**config.mk**
```make
export PLATFORM = sky130hd
export DESIGN_NAME = ack_bus_arbiter
export DESIGN_NICKNAME = d
export VERILOG_FILES = /design/src/rtl/ack_bus_arbiter.sv
export SDC_FILE = /design/constraint.sdc
export NUM_CORES = 1
export LEC_CHECK = 0
export CAP_MARGIN = 20
export CORE_MARGIN = 8
export CORE_UTILIZATION = 50
export DETAILED_ROUTE_END_ITERATION = 8
export HOLD_SLACK_MARGIN = 0.08
export PLACE_DENSITY = 0.71
export SETUP_SLACK_MARGIN = 0.05
export SYNTH_ARGS = -nofsm -noshare
export SYNTH_HDL_FRONTEND = slang
export SYNTH_SLANG_ARGS = --single-unit
```
**constraint.sdc**
```tcl
create_clock -name clk -period 3.8 [get_ports clk]
set_input_delay 0.95 -clock clk [delete_from_list [all_inputs] [get_ports clk]]
set_output_delay 0.95 -clock clk [all_outputs]
set_load 0.01 [all_outputs]
```
**src/rtl/ack_bus_arbiter.sv**
```systemverilog
// ack_bus_arbiter: round-robin owner of the shared completion-acknowledge bus
module ack_bus_arbiter #(
  parameter int NUM_REQ     = 3,
  parameter int HOLD_CYCLES = 2
) (
  input  logic               clk,
  input  logic               rst,
  input  logic [NUM_REQ-1:0] in_req,
  output logic [NUM_REQ-1:0] out_owned,
  output logic               out_ack_valid,
  output logic [1:0]         out_ack_id,
  output logic               out_busy
);
  typedef enum logic [1:0] {IDLE, GRANT, RELEASE} state_t;
  state_t             state_q, state_d;
  logic [7:0]         cnt_q, cnt_d;
  logic [NUM_REQ-1:0] served_q, served_d, owned_q, owned_d, elig, pick_oh;
  logic [1:0]         ptr_q, ptr_d, id_q, id_d, pick, nxt;
  logic               valid_q, valid_d, busy_q, busy_d, found, grant, done;
  int                 d, best;
  assign elig = in_req & ~served_q;
  always_comb begin
    found = 1'b0;
    pick = 2'd0;
    best = 0;
    d = 0;
    pick_oh = '0;
    for (int i = 0; i < NUM_REQ; i++) begin
      d = (i >= int'(ptr_q)) ? i - int'(ptr_q) : i + NUM_REQ - int'(ptr_q);
      if (elig[i] && (!found || d < best)) begin
        found = 1'b1;
        best = d;
        pick = 2'(i);
      end
    end
    for (int i = 0; i < NUM_REQ; i++) pick_oh[i] = (pick == 2'(i));
  end
  always_ff @(posedge clk) begin
    if (rst) begin
      state_q  <= IDLE;
      cnt_q    <= '0;
      served_q <= '0;
      ptr_q    <= '0;
      owned_q  <= '0;
      valid_q  <= 1'b0;
      id_q     <= '0;
      busy_q   <= 1'b0;
    end else begin
      state_q  <= state_d;
      cnt_q    <= cnt_d;
      served_q <= served_d;
      ptr_q    <= ptr_d;
      owned_q  <= owned_d;
      valid_q  <= valid_d;
      id_q     <= id_d;
      busy_q   <= busy_d;
    end
  end
  always_comb begin
    state_d = (state_q == IDLE)  ? (found ? GRANT : IDLE) :
              (state_q == GRANT) ? ((cnt_q == 8'd0) ? RELEASE : GRANT) : IDLE;
  end
  // A port still requesting after its ack stays masked until it drops once
  always_comb begin
    grant    = (state_q == IDLE) && found;
    done     = (state_q == GRANT) && (cnt_q == 8'd0);
    nxt      = (int'(id_q) == NUM_REQ - 1) ? 2'd0 : id_q + 2'd1;
    cnt_d    = grant ? 8'(HOLD_CYCLES - 1) : (state_q == GRANT && !done) ? cnt_q - 8'd1 : cnt_q;
    owned_d  = grant ? pick_oh : done ? '0 : owned_q;
    valid_d  = grant ? 1'b1 : done ? 1'b0 : valid_q;
    id_d     = grant ? pick : done ? 2'd0 : id_q;
    ptr_d    = done ? nxt : ptr_q;
    served_d = (served_q & in_req) | (done ? owned_q : '0);
    busy_d   = (state_d != IDLE);
  end
  assign out_owned     = owned_q;
  assign out_ack_valid = valid_q;
  assign out_ack_id    = id_q;
  assign out_busy      = busy_q;
endmodule

```
# Word level (Yosys, flattened, before mapping)
# Cells that the tools add are included.
totals:
  ff_bits: 22
  wordCells: 71
  latch_bits: 0
  in_bits: 5
  romBits: 0
  mem_bits_rw: 0
  n_memories: 0
  output_inout_bits: 7
op_classes:
  div_mod_pow: 0
  bitwise_logic: 4
  eq_ne: 4
  order_cmp: 5
  mul: 0
  n_mux: 24
  shift: 0
  add_sub_neg: 8
  reduce_logical: 17
op_table:
  columns: ["op", "n"]
  rows:
  - ["32-bit two-way mux", 5]
  - ["32-bit < comparator", 2]
  - ["2-bit two-way mux", 7]
  - ["1-bit two-way mux", 9]
  - ["3-bit two-way mux", 3]
  - ["8-bit logical NOT", 1]
  - ["3-bit by 2-bit subtractor with 4-bit output, first input constant", 2]
  - ["8-bit by 1-bit subtractor with 8-bit output, second input constant", 1]
  - ["3-bit bitwise AND", 2]
  - ["2-bit nonzero test", 3]
  - ["1-bit by 2-bit subtractor with 3-bit output, first input constant", 2]
  - ["2-bit by 2-bit subtractor with 3-bit output, first input constant", 2]
  - ["1-bit logical AND", 5]
  - ["2-bit by 1-bit equality test with 1-bit output, second input constant", 2]
  - ["2-bit equality test, second input constant", 2]
  - ["1-bit by 2-bit greater-or-equal comparator with 1-bit output, first input constant", 2]
  - ["2-bit logical NOT", 2]
  - ["1-bit logical NOT", 3]
  - ["3-bit NOT", 1]
  - ["3-bit bitwise OR", 1]
  - ["2-bit by 1-bit adder with 2-bit output, second input constant", 1]
  - ["2-bit greater-or-equal comparator, first input constant", 1]
  - ["1-bit logical OR", 2]
  - ["2-bit OR reduction", 1]

# Logic depth before layout (Yosys ltp)
# Gate-level depths: netlist (run 1).
depth:
  word_depth: 14
  ltp_mapped: 11
  depth_no_buf: 11

# Worst setup path after synthesis (run 1)
# Ideal clock, no wire load.
synth_timing:
  path_kind: "in2reg"
  from: "input in_req[1]"
  to: "register owned_q[0] (netlist: out_owned[0])"
  arrival_time_ns: 2.854
  setup_time_ns: 0.120
  setup_slack_ns: 0.826
  stages: 9
  required_time_ns: 3.680
  n_path_buf: 0
  cell_sequence: "nor2b_1 -> and4_1 -> nor3_1 -> a21oi_1 -> ha_1 -> nor4b_1 -> o2111a_1 -> a2111oi_2 -> a211o_1"
synth_between:
  elab_chain_cells: 9
  word_cells_on_any_way: 15
  classes_between: "1 x order compare; 6 x mux; 1 x bitwise; 7 x reduce/logical"
synth_lines:
  columns: ["item", "line", "source"]
  rows:
  - ["from (decl)", "8", "input logic [NUM_REQ-1:0] in_req,"]
  - ["3-bit bitwise AND (*)", "21", "assign elig = in_req & ~served_q;"]
  - ["1-bit logical AND (*)", "30", "if (elig[i] && (!found || d < best)) begin"]
  - ["32-bit two-way mux / 1-bit two-way mux (equally long branches)", "30", null]
  - ["32-bit < comparator / 1-bit logical NOT (equally long branches)", "30", null]
  - ["1-bit logical OR", "30", null]
  - ["1-bit logical AND", "30", null]
  - ["2-bit two-way mux / 1-bit two-way mux (equally long branches)", "30", null]
  - ["2-bit logical NOT / 1-bit logical AND (equally long branches)", "36, 65", null]
  - ["3-bit two-way mux / 2-bit nonzero test (equally long branches)", null, null]
  - ["to (signal assigned)", "53", "owned_q <= owned_d;"]
  - ["to (decl)", "17", "logic [NUM_REQ-1:0] served_q, served_d, owned_q, owned_d, elig, pick_oh;"]
# Mark *: on every way between the ends. The rest lies on a longest branch, timed or not.
# A chain may end at the register's enable or synchronous reset.

# Worst setup path after layout (run 1)
# Same ends and word-level chain as after synthesis.

==> results.md, run 1 <==
* Yosys Warn Count at 0
* Slowest CP cell: clkdlybuf4s50_1
* H-tree depth at 1
* Register area share after synthesis at 34.11%
* Max IR drop VDD at 0.3046 mV
* Largest net degree at the start of global routing at 16
* Max cap viols at 0
* Root buffer cell: clkbuf_4
* Antenna-violating nets left at 0
* Via count of the first global-routing pass at 958
* CTS tree: done
* Crit path required time at 4.02 ns
* RSZ-0062 raised after global routing: no
* Core Area at between 2000 and 2500 um^2
* Top cells by area, synth: dfxtp_1 (34%), ha_1 (9.1%), nor2_1 (4.0%)
* Syn nets at 151
* Post-CTS Hold Buffers at 0
* Number of nets in the final layout at 167
* FMAX at 307.3 MHz
* Number of port buffers at 11
* Vias/cell at 5.593
* Worst skew pair latency at 0.31 ns
* Worst path cell trace: clkdlybuf4s50_1 > nor2b_1 > o21a_1 > a21oi_1 > ha_1 > nor4b_1 > o2111a_1 > a2111oi_2 > a211o_1
* FP Rows at 18
* Setup-failing EPs final at 0
* Met3 Use GR at 3.401%
* Setup TNS at 0 ns
* Ant diodes at 0
* Setup CP Type: primary input to flip-flop
* Outcome: finished clean
* RD Place Congestion at 0.8746
* Tmin final at 3.254 ns
* Min-delay worst type: flip-flop to flip-flop
* Clock transition at the registers of the reported paths at 0.12 ns
* Reg2Reg Depth at 11
* Max FO, Critical Path at 7
* Commonest non-fill, non-tap cell in the layout: dfxtp_1
* Hold path depth at 2
* Setup crit end kind: flip-flop
* Final Hold Vio Count at 0
* Met1 Usage GRT at 15.47%
* DRC viols at 0
* Clock Sinks at 21
* CTS resizes at 0
* Final slew viol count at 0
* Detail Placement HPWL at ~1900 um
* Slew margin rel. at 52.89%
* Endpoint, Worst Hold: out_ack_valid
* Die W at 65.65 um
* Area of the multi-input gates at 763.2 um^2
* Share of layout cells above drive strength 1 at 11.18%
* Routed length per placed instance at 13.49 um
* Num CTS Buffers at 3
* Final worst-path cycle share at 85.63%
* CP peak stage delay at 0.51 ns
* Measured slew at the worst slew-check pin at 0.6975 ns
* Initial antenna violation count at 0
* Tot GR Track Use at 12.23%
* Skew final at 0.001554 ns
* Fillers at about 210
* Die Ht at approximately 66 um
* FF+latch area at 420.4 um^2
* Iteration-0 DRC Markers at 22
* Global-route wire length before repair at about 4200 um
* Total Die Area at between 4000 and 5000 um^2
* Layout Utilization at 58.57%
* WP data arrival at between 3 and 4 ns
* CP startpoint kind: primary input
* Critical path buffers and inverters at 1
* Unique cell type count in the Yosys netlist at between 40 and 50
* Synth area leader: dfxtp_1
* Total grt overflow at 0
* Synth-to-Final Area Change at 14.52%
* Initial core utilization at 51.14%
* Cell area after synthesis at ~1200 um^2
* M2 GR Usage at about a fifth
* FF+latch count, synth at 21
* Avg Inst Size Synth at 8.996 um^2
* R2R Path End: out_owned[0]
* Hold wc startpoint: out_ack_valid
* Syn Inst Count at approximately 140
* Top delay family on crit path: compound AO/OA/AOI/OAI gates
* 1st-pass router iterations at 4
* Flop2flop setup slack at 0.95 ns
* Pwr/cell area at 424.6 nW/um^2
* Commonest non-fill, non-tap cells in the layout: dfxtp_1 (21), nor2_1 (13), clkdlybuf4s50_1 (11), inv_1 (10), ha_1 (9)
* Drt total wl at 2456 um
* Max Root-Sink Buffers at 2
* Post-CTS setup buffer count at 0
* Via count at a little over 1000
* Synth top area share at 34.11%
* Leakage at 0.0005228 uW
* FF-to-FF Start: ptr_q[1]
* IO Count at 12
* GRT Max-Usage Layer: met2
## sequential cells by signal (all words and copies together), names as in the netlist
register       flops
out_ack_id         2
served_q           3
ptr_q              2
state_q            2
out_ack_valid      1
cnt_q              8
out_busy           1
out_owned          2
## layout make-up
class / instances / share of cell area (%)
clock buffers: 3 / 1.596
inverters: 10 / 2.660
clock inverters: 1 / 0.3546
repair buffers: 13 / 8.865
well taps: 30 / 2.660
multi-input cells: 104 / 54.08
flip-flops and latches: 21 / 29.79
## cells by family after synthesis
logic type	share of synthesized area, %
AND/OR/NAND/NOR	26.80
other	0.3043
AO/OA/AOI/OAI	20.71
adder cells (fa/ha/maj)	9.137
buffers and inverters	3.960
flip-flops	34.11
XOR/XNOR	4.975
## worst min-delay path: cells and delay by family (launching register included)
| kind | cells | cell delay [ns] |
|---|---|---|
| flops | 1 | 0.33 |
| simple gates | 1 | 0.05 |
| compound gates | 1 | 0.05 |
## worst max-delay path by stage
stage	startpoint	endpoint	depth (start not counted)
after floorplan	in_req[1]	out_owned[0]	9
after global placement	in_req[1]	out_owned[0]	9
after detailed placement	in_req[1]	out_owned[0]	9
after CTS	in_req[1]	out_owned[0]	9
after global routing	in_req[1]	out_owned[0]	9
final	in_req[1]	out_owned[0]	9
## metal layers
metal  wire length, um  vias to the layer above
li1                  -                      529
met1              1220                      458
met2              1068                       27
met3               126                        4
met4                42                        0
met5                 0                        -
## cells in the mapped netlist, drive strengths merged
| master | instances |
|---|---|
| nor3b | 2 |
| ha | 9 |
| nand2b | 5 |
| a2111oi | 4 |
| inv | 10 |
| o2111a | 1 |
| o2111ai | 1 |
| a211o | 1 |
| o21bai | 1 |
| and4b | 1 |
| a21oi | 8 |
| dfxtp | 21 |
| o21a | 1 |
| nor3 | 4 |
| xor2 | 2 |
| nand2 | 5 |
| conb | 1 |
| xnor2 | 5 |
| o21ai | 5 |
| nor2 | 13 |
| or2 | 2 |
| a211oi | 3 |
| o22ai | 1 |
| nand4b | 1 |
| nor4 | 1 |
| or3 | 3 |
| o41ai | 2 |
| nor4b | 2 |
| and3 | 2 |
| a2111o | 1 |
| clkbuf | 1 |
| buf | 1 |
| o211ai | 1 |
| nand3 | 4 |
| and2 | 1 |
| nand3b | 1 |
| o31ai | 1 |
| and4 | 1 |
| nor2b | 5 |
| a22oi | 3 |
## per-stage QoR
| stage | power, uW | hold WS, ns | setup slack (ns) | instance area, um^2 | std cells |
|---|---|---|---|---|---|
| after global placement | 484.9 | 0.4474 | 0.3502 | 1384 | 178 |
| after detailed placement | 488.2 | 0.4493 | 0.2355 | 1384 | 178 |
| after CTS | 598.4 | 0.4700 | 0.5575 | 1411 | 182 |
| after floorplan | 421.6 | 0.4805 | 0.8262 | 1232 | 137 |
| final | 599.3 | 0.4684 | 0.5462 | 1411 | 182 |
| after global routing | 638.8 | 0.5101 | 0.4052 | 1411 | 182 |
## power by group
part           internal, uW  switching [uW]  total, uW  leakage [uW]
Clock                  39.4            74.1        113     0.0000177
Sequential              245            24.9        269      0.000172
Combinational          99.7             117        216      0.000333
Note: power is estimated with default switching activity, not from simulation.
==> inputs of run 2 (changes only) <==
Settings changed: CORE_MARGIN 8 to 2.
==> results.md, run 2 (synthesis gave the netlist of run 1 again) <==
* Outcome: finished clean
* Pwr Total at 591.3 uW (-1.3%)
* Leakage at 0.0005190 uW (-0.72%)
* Total Die Area at 2878 um^2 (-33%)
* Measured slew at the worst slew-check pin at 0.6200 ns (-0.07746 ns)
* Die W at 53.65 um (-18%)
* Drt total wl at 2312 um (-5.9%)
* CTS tree: done
* Largest reg by FF count: cnt_q
* R2R Path End: out_owned[0]
* Min-delay worst type: flip-flop to flip-flop
* Share of layout cells above drive strength 1 at 11.18% (unchanged)
* Reg2Reg Depth at 11 (unchanged)
* Antenna-violating nets left at 0 (unchanged)
* Total grt overflow at 0 (unchanged)
* CP startpoint kind: primary input
* Post-CTS Hold Buffers at 0 (unchanged)
* Tot GR Track Use at 19.79% (+7.6 points)
* Max Root-Sink Buffers at 2 (unchanged)
* Worst skew pair latency at 0.30 ns (about the same)
* WP data arrival at 3.44 ns (-0.03 ns)
* Initial core utilization at 54.15% (+3.0 points)
* Number of port buffers at 11 (unchanged)
* Setup TNS at 0 ns (unchanged)
* Skew final at 0.008110 ns (+0.006556 ns)
* Clock Sinks at 21 (unchanged)
* Crit path required time at 4.00 ns (-0.02 ns)
* Setup crit end kind: flip-flop
* FP Rows at 17 (-1)
* Die Ht at 53.65 um (-18%)
* FF+latch area at 420.4 um^2 (unchanged)
* 1st-pass router iterations at 4 (unchanged)
* Via count at 1015 (-0.29%)
* Max IR drop VDD at 0.3949 mV (+30%)
* FMAX at 309.3 MHz (+0.64%)
* Hold path depth at 2 (unchanged)
* Routed length per placed instance at 12.84 um (-4.8%)
* Number of nets in the final layout at 167 (unchanged)
* Max FO, Critical Path at 7 (unchanged)
* Root buffer cell: clkbuf_4
* Hold wc startpoint: out_ack_valid
* Pwr/cell area at 418.9 nW/um^2 (-1.3%)
* RSZ-0062 raised after global routing: no
* Setup CP Type: primary input to flip-flop
* Synth-to-Final Area Change at 14.52% (unchanged)
* Final slew viol count at 0 (unchanged)
* Area of the multi-input gates at 763.2 um^2 (unchanged)
* Final Hold Vio Count at 0 (unchanged)
* Max cap viols at 0 (unchanged)
* Vias/cell at 5.639 (+0.81%)
* Setup-failing EPs final at 0 (unchanged)
* Final worst slack at 0.5668 ns (+0.02053 ns)
* Flop2flop setup slack at 0.93 ns (-0.02 ns)
* Slew margin rel. at 58.12% (+5.2 points)
* Num CTS Buffers at 3 (unchanged)
* Commonest non-fill, non-tap cells in the layout: dfxtp_1 (21), nor2_1 (13), clkdlybuf4s50_1 (11), inv_1 (10), ha_1 (9)
* Via count of the first global-routing pass at 947 (-1.1%)
* Iteration-0 DRC Markers at 17 (-23%)
* Largest net degree at the start of global routing at 16 (unchanged)
* Clock transition at the registers of the reported paths at 0.12 ns (about the same)
* Core Area at 2276 um^2 (-5.6%)
* CTS resizes at 0 (unchanged)
* Endpoint, Worst Hold: out_ack_valid
* Final worst-path cycle share at 85.09% (-0.54 points)
* Initial antenna violation count at 0 (unchanged)
* RD Place Congestion at 0.8986 (+2.7%)
* Ant diodes at 0 (unchanged)
* Pre-CTS setup slack at 0.2531 ns (+0.01754 ns)
* Detail Placement HPWL at 1853 um (-0.21%)
* IO Count at 12 (unchanged)
* Tmin final at 3.233 ns (-0.02053 ns)
* Top Registers: cnt_q x8, served_q x3
* Post-CTS setup buffer count at 0 (unchanged)
* H-tree depth at 1 (unchanged)
* Max FFs per register at 8 (unchanged)
* Global-route wire length before repair at 4160 um (-2.0%)
* FF-to-FF Start: ptr_q[1]
* Fillers at 203 (-2.9%)
* Commonest non-fill, non-tap cell in the layout: dfxtp_1
* DRC viols at 0 (unchanged)
==> run 2: changes by cell type in the layout (fill, tap and decap cells not counted) <==
| cell | delta |
|---|---|
| clkinv_2 | -1 |
| clkinvlp_4 | +1 |
==> run 2: where the power goes <==
group	total (uW)	switching (uW)	internal, uW
Clock	106	66.3	40.0
Sequential	269	24.7	245
Combinational	216	116	99.3
Total	591	207	384
==> run 2: how the worst max path moves through the flow <==
stage	from	to	slack, ns	depth (start not counted)
finish	in_req[1]	out_owned[0]	0.57	9
global route	in_req[1]	out_owned[0]	0.37	9
CTS	in_req[1]	out_owned[0]	0.58	9
detailed placement	in_req[1]	out_owned[0]	0.25	9
global placement	in_req[1]	out_owned[0]	0.35	9
floorplan	in_req[1]	out_owned[0]	0.83	9
==> run 2: area by class of cell <==
class	count	share of cell area, %
well taps	28	2.482
flip-flops and latches	21	29.79
inverters	10	2.660
clock inverters	1	0.5319
multi-input cells	104	54.08
repair buffers	13	8.865
clock buffers	3	1.596
==> run 2: through the flow <==
stage	cell area, um^2	hold slack [ns]	instances	util [%]
after floorplan	1232	0.4805	137	-
after CTS	1411	0.4693	180	62.01
after global placement	1381	0.4489	176	60.69
after global routing	1411	0.4861	180	62.01
final	1411	0.4659	180	62.01
after detailed placement	1381	0.4504	176	60.69
==> run 2: critical path, cell delays in order <==
cell and delay (ns):
clkdlybuf4s50_1 0.51, nor2b_1 0.34, o21a_1 0.31, a21oi_1 0.11, ha_1 0.18, nor4b_1 0.40
o2111a_1 0.29, a2111oi_2 0.07, a211o_1 0.29
==> run 2: layer usage <==
layer | vias to the layer above | track usage, % | part of all wire (%)
li1 | 528 | - | -
met2 | 27 | 31.28 | 42
met5 | - | 0 | 0
met3 | 2 | 5.000 | 3.3
met4 | 0 | 3.846 | 0.61
met1 | 458 | 27.35 | 54
